## src/rtl/power_pkg.sv

```systemverilog
// rtl/power_pkg.sv - shared types and Q10.10 constants for the power calculator
// Contents: state_t FSM encoding, FRAC_BITS, DATA_W, EXP_W, ONE (1.0 in Q10.10).
package power_pkg;

    localparam int FRAC_BITS = 10;
    localparam int DATA_W    = 20;
    localparam int EXP_W     = 3;
    localparam int PROD_W    = 2 * DATA_W;

    localparam logic [DATA_W-1:0] ONE = 20'h00400;
    localparam logic [DATA_W-1:0] SAT = 20'hFFFFF;

    typedef enum logic [1:0] {
        IDLE   = 2'd0,
        CALC   = 2'd1,
        OUTPUT = 2'd2
    } state_t;

endpackage

```

## src/rtl/power_calc_if.sv

```systemverilog
// rtl/power_calc_if.sv - request/response bundle of the power calculator
// Signals: in_valid, in_data_1 (x, Q10.10), in_data_2 (n), out_valid, out_data (x^n).
// Modports: master = requester (drives in_*), slave = calculator (drives out_*).
interface power_calc_if;
    import power_pkg::*;

    logic              in_valid;
    logic [DATA_W-1:0] in_data_1;
    logic [EXP_W-1:0]  in_data_2;
    logic              out_valid;
    logic [DATA_W-1:0] out_data;

    modport master (
        output in_valid,
        output in_data_1,
        output in_data_2,
        input  out_valid,
        input  out_data
    );

    modport slave (
        input  in_valid,
        input  in_data_1,
        input  in_data_2,
        output out_valid,
        output out_data
    );

endinterface

```

## src/rtl/power_calc_core.sv

```systemverilog
// rtl/power_calc_core.sv - IDLE/CALC/OUTPUT sequencer computing x^n by repeated multiply
// Ports: clk, rst_n (async, active low), io (power_calc_if.slave).
// Option: POWER_CALC_SATURATE_EN - report 20'hFFFFF when any step overflowed;
// otherwise the wrapped low 20 bits of the accumulator are reported.
module power_calc_core
    import power_pkg::*;
(
    input  logic         clk,
    input  logic         rst_n,
    power_calc_if.slave  io
);

    state_t            state;
    state_t            state_nxt;
    logic [DATA_W-1:0] x_q;
    logic [EXP_W-1:0]  n_q;
    logic [DATA_W-1:0] acc;
    logic [EXP_W-1:0]  count;
    logic              ovf;
    logic              out_valid_q;
    logic [DATA_W-1:0] out_data_q;
    logic [DATA_W-1:0] mul_res;
    logic              mul_ovf;
    logic [DATA_W-1:0] result;

    power_mul u_mul (
        .a   (acc),
        .b   (x_q),
        .res (mul_res),
        .ovf (mul_ovf)
    );

`ifdef POWER_CALC_SATURATE_EN
    assign result = ovf ? SAT : acc;
`else
    assign result = acc;
`endif

    always_ff @(posedge clk or negedge rst_n) begin
        if (!rst_n) begin
            state <= IDLE;
        end else begin
            state <= state_nxt;
        end
    end

    always_comb begin
        state_nxt = state;
        case (state)
            IDLE:    if (io.in_valid) state_nxt = CALC;
            CALC:    if (count == n_q) state_nxt = OUTPUT;
            OUTPUT:  state_nxt = IDLE;
            default: state_nxt = IDLE;
        endcase
    end

    // Operands are latched at capture so later input activity cannot disturb
    // the request in flight; in_valid is only looked at in IDLE.
    always_ff @(posedge clk or negedge rst_n) begin
        if (!rst_n) begin
            x_q         <= '0;
            n_q         <= '0;
            acc         <= '0;
            count       <= '0;
            ovf         <= 1'b0;
            out_valid_q <= 1'b0;
            out_data_q  <= '0;
        end else begin
            out_valid_q <= 1'b0;
            out_data_q  <= '0;
            case (state)
                IDLE: begin
                    if (io.in_valid) begin
                        x_q   <= io.in_data_1;
                        n_q   <= io.in_data_2;
                        acc   <= ONE;
                        count <= '0;
                        ovf   <= 1'b0;
                    end
                end
                CALC: begin
                    // The cycle with count == n only moves to OUTPUT.
                    if (count != n_q) begin
                        acc   <= mul_res;
                        count <= count + 1'b1;
                        ovf   <= ovf | mul_ovf;
                    end
                end
                OUTPUT: begin
                    out_valid_q <= 1'b1;
                    out_data_q  <= result;
                end
                default: ;
            endcase
        end
    end

    assign io.out_valid = out_valid_q;
    assign io.out_data  = out_data_q;

endmodule

```

## src/rtl/power_mul.sv

```systemverilog
// rtl/power_mul.sv - combinational Q10.10 x Q10.10 multiply with truncation
// Ports: a, b (Q10.10 operands) -> res (Q10.10, fraction truncated), ovf (integer
// part of the product does not fit in 10 bits).
module power_mul
    import power_pkg::*;
(
    input  logic [DATA_W-1:0] a,
    input  logic [DATA_W-1:0] b,
    output logic [DATA_W-1:0] res,
    output logic              ovf
);

    logic [PROD_W-1:0] prod;

    always_comb begin
        prod = {{DATA_W{1'b0}}, a} * {{DATA_W{1'b0}}, b};
        // Dropping the low FRAC_BITS truncates; bits above the Q10.10 window
        // are lost from res and reported through ovf instead.
        res  = prod[DATA_W+FRAC_BITS-1:FRAC_BITS];
        ovf  = |prod[PROD_W-1:DATA_W+FRAC_BITS];
    end

endmodule

```

## src/rtl/power_calc.sv

```systemverilog
// rtl/power_calc.sv - top of the Q10.10 integer-power calculator (out = x^n)
// Ports: clk, rst_n (async, active low), in_valid, in_data_1 (x, Q10.10),
// in_data_2 (n, 0..7), out_valid (one-cycle result strobe), out_data (x^n, Q10.10).
// Option: POWER_CALC_SATURATE_EN - saturate to 20'hFFFFF on overflow.
module power_calc
    import power_pkg::*;
(
    input  logic              clk,
    input  logic              rst_n,
    input  logic              in_valid,
    input  logic [DATA_W-1:0] in_data_1,
    input  logic [EXP_W-1:0]  in_data_2,
    output logic              out_valid,
    output logic [DATA_W-1:0] out_data
);

    power_calc_if io ();

    assign io.in_valid  = in_valid;
    assign io.in_data_1 = in_data_1;
    assign io.in_data_2 = in_data_2;
    assign out_valid    = io.out_valid;
    assign out_data     = io.out_data;

    power_calc_core u_core (
        .clk   (clk),
        .rst_n (rst_n),
        .io    (io.slave)
    );

endmodule

```

## config.mk

```make
export PLATFORM = sky130hd
export DESIGN_NAME = power_calc
export DESIGN_NICKNAME = d
export VERILOG_FILES = /design/src/rtl/power_pkg.sv /design/src/rtl/power_calc_if.sv /design/src/rtl/power_calc_core.sv /design/src/rtl/power_mul.sv /design/src/rtl/power_calc.sv
export SDC_FILE = /design/constraint.sdc
export NUM_CORES = 1
export LEC_CHECK = 0
export CORE_MARGIN = 1.5
export CORE_UTILIZATION = 32
export DETAILED_ROUTE_END_ITERATION = 8
export GPL_ROUTABILITY_DRIVEN = 0
export PLACE_DENSITY = 0.5
export SETUP_SLACK_MARGIN = 0.2
export SYNTH_ARGS = -nofsm -noshare
export SYNTH_HDL_FRONTEND = slang
export SYNTH_SLANG_ARGS = --single-unit
```

## constraint.sdc

```tcl
create_clock -name clk -period 6.9 [get_ports clk]
set_clock_uncertainty 0.05 [all_clocks]
set_input_delay 1.38 -clock clk [delete_from_list [all_inputs] [get_ports clk]]
set_output_delay 1.38 -clock clk [all_outputs]
set_load 0.05 [all_outputs]
```

==> run_results.csv <==
group,metric,value,unit
status,status,"complete, no violations",
synth,synthCells,1507,
detailed_routing,ant_nets,0,
clocking,clock_tree.root_cell,"clkbuf_16",
detailed_routing,num_vias,9822,
worst_setup_path,critPathMaxFanout,6,
global_routing,top_usage_layer,"met2",
floorplanning,floorplan.initialDensity,0.324,
synth,synthFlopType,"dfrtp_1",
synth,synth.mux.area_fraction,0.00147,
floorplanning,pin_count,47,
sta,min_period_over_period,0.936,
clocking,cts_buffers,9,
worst_setup_path,critPathArrivalTime,6.72,ns
floorplanning,die_area,43800,µm²
worst_setup_path,start_kind,"flop",
detailed_routing,routedWlPerCell,17.9,µm
synth,synthSimpleGateAreaFrac,0.195,
floorplanning,die_w,209,µm
finish,seq_area,1760,µm²
global_routing,gr-total-overflow,0,
worst_setup_path,critPathKind,"flop to flop",
synth,ys_ff_latch,69,
synth,synth-compound-area-share,0.0403,
synth,synth-xor-area-share,0.0242,
synth,async_flop_share,1.00,
synth,yosys_warnings,0,
sta,setup_viol,0,
global_routing,grt_use_met1,0.255,
synth,synth-edff-count,0,
clocking,clockBufferDepth,2,
global_routing,use_met3,0.0213,
synth,syn_nets,1907,
finish,multiInputGateArea,10400,µm²
synth,synth_top_family_by_area,"adder cells",
detailed_routing,drc,0,
finish,diodes,0,
finish,nFillCells,4297,
detailed_routing,dr.first_iter.drc_count,515,
worst_setup_path,end_kind,"flop",
global_routing,use_met2,0.308,
clocking,insertion_delay,0.38,ns
global_routing,grt_pass1_wl,61400,µm
synth,syn_avg_cell_area,9.03,µm²
worst_hold_path,min_path_type,"flop to flop",
worst_setup_path,crit_required,7.16,ns
finish,drive_above_1_share,0.0955,
clocking,cts_tree,"yes",
global_routing,grt_usage,0.184,
sta,slew_headroom,0.428,
placement,dp_hpwl,30200,µm
synth,yosys-top-cells-area,"fa_1 41%, dfrtp_1 13%, and2_1 9.7%",
flow_run,timing.max_cap.violations,0,
synth,synth.most_common_cell,"inv_1",
finish,nets,1966,
sta,worst_pin_slew,0.856,ns
placement,io_buffers,46,
clocking,hold_buffers,0,
sta,fmax,0.155,GHz
synth,yosysTopAreaCell,"fa_1",
synth,synth-seq-area-share,0.127,
sta,final_max_slew_viol_count,0,
floorplanning,core,41900,µm²
synth,synth_top_area_frac,0.406,
sta,tns,0,ns
synth,syn_area,13600,µm²
global_routing,grt_antenna_before_repair,0,
clocking,path_clk_slew,0.07,ns
detailed_routing,firstDrtPassIters,5,
sta,post-route-min-period,6.46,ns
sta,hold_viol,0,
synth,synth_common_cells,"338 x inv_1, 276 x fa_1, 251 x nand2_1, 212 x and2_1, 98 x ha_1",
floorplanning,dieHeight,209,µm
finish,area_growth,14.7,%
clocking,cts.sink_count,69,
clocking,ctsHtreeMaxLevel,3,
global_routing,first_global_vias,10847,
global_routing,grt_max_degree,59,
sta,rsz0062_at_grt,"no",
detailed_routing,vias_per_cell,4.65,
sta,whs,0.439,ns
floorplanning,rows,75,
synth,synth.distinct_cells,52,
synth,synthAdderAreaFrac,0.496,
detailed_routing,totalWireLength,37800,µm
## registers in the layout, summed over array words and instances (netlist names)
| register | count |
|---|---|
| u_core.io.out_valid | 1 |
| u_core.count | 3 |
| u_core.x_q | 20 |
| u_core.n_q | 3 |
| u_core.acc | 20 |
| u_core.io.out_data | 20 |
| u_core.state | 2 |
## kinds of logic after synthesis
family	Yosys count
DFF	69
buffers and inverters	419
xor gates and xnor gates	36
adders and majority gates	374
and+or+nand+nor	532
muxes	2
AOI/OAI and AO/OA	75
## repair_timing
item / in CTS / in global routing
setup buffers: 0 / 23
pin swaps: 0 / 10
endpoints found under the setup margin: 3 / 13
gates resized for setup: 11 / 41
## final cells by class
cell class              count  share of cell area
inverters                 338              0.0813
repair buffers            129              0.0759
flip-flops and latches     69               0.112
well taps                 539              0.0432
clock inverters             7             0.00369
multi-input cells        1019               0.669
clock buffers               9              0.0144
## stage by stage
step	cell area, µm²	worst slack [ns]	std cells	util
floorplan	13600	0.371	1507	-
global placement	14900	0.165	2071	0.356
detailed placement	14900	0.163	2071	0.356
CTS	15200	0.208	2087	0.363
global route	15600	0.204	2110	0.372
finish	15600	0.440	2110	0.372
## critical path, cell delays in order (launching register included)
cell and delay (ns):
dfrtp_2 0.43, clkbuf_4 0.20, and2_1 0.19, fa_1 0.50
fa_1 0.51, inv_1 0.05, fa_1 0.48, inv_1 0.05
fa_1 0.48, fa_1 0.52, fa_1 0.52, inv_1 0.06
fa_1 0.48, inv_1 0.06, ha_4 0.28, a22o_1 0.21
nor4_1 0.07, buf_4 0.15, a2111oi_4 0.41, nor3_2 0.12
or4_1 0.51, nand3_1 0.08
## worst paths after layout
kind,slack [ns],to,cells after the start,startpoint
max reg2reg,0.44,u_core.acc[18]$_DFFE_PN0P_,21,u_core.x_q[2]$_DFFE_PN0P_
min,0.44,u_core.state[1]$_DFFE_PN0P_,1,u_core.state[1]$_DFFE_PN0P_
min in group asynchronous,0.84,u_core.x_q[15]$_DFFE_PN0P_,1,rst_n
min reg2reg,0.44,u_core.state[1]$_DFFE_PN0P_,1,u_core.state[1]$_DFFE_PN0P_
max,0.44,u_core.acc[18]$_DFFE_PN0P_,21,u_core.x_q[2]$_DFFE_PN0P_
max in group asynchronous,4.75,u_core.acc[5]$_DFFE_PN0P_,2,rst_n
## cells in the final DEF, fill, tap and decap left out, types with 9 or more instances in the layout
cell / Yosys / layout
buf_4: 0 / 73
nand2_1: 251 / 251
dfrtp_1: 69 / 46
nand3_1: 20 / 19
ha_1: 98 / 92
fa_1: 276 / 272
a21oi_1: 18 / 18
clkbuf_16: 0 / 9
o21ai_0: 22 / 21
inv_1: 338 / 338
xnor2_1: 26 / 26
nor2_1: 15 / 15
xor2_1: 9 / 9
and2_1: 212 / 210
clkdlybuf4s50_1: 0 / 45
dfrtp_2: 0 / 23
## per-layer routing
layer  share of wire  wire, µm
met5               0         0
met4           0.018       674
met2            0.48     18100
met3           0.036      1340
met1            0.47     17700
Power is not shown: default switching activity piles up to over one toggle a cycle in this logic, so the estimate is an artifact.
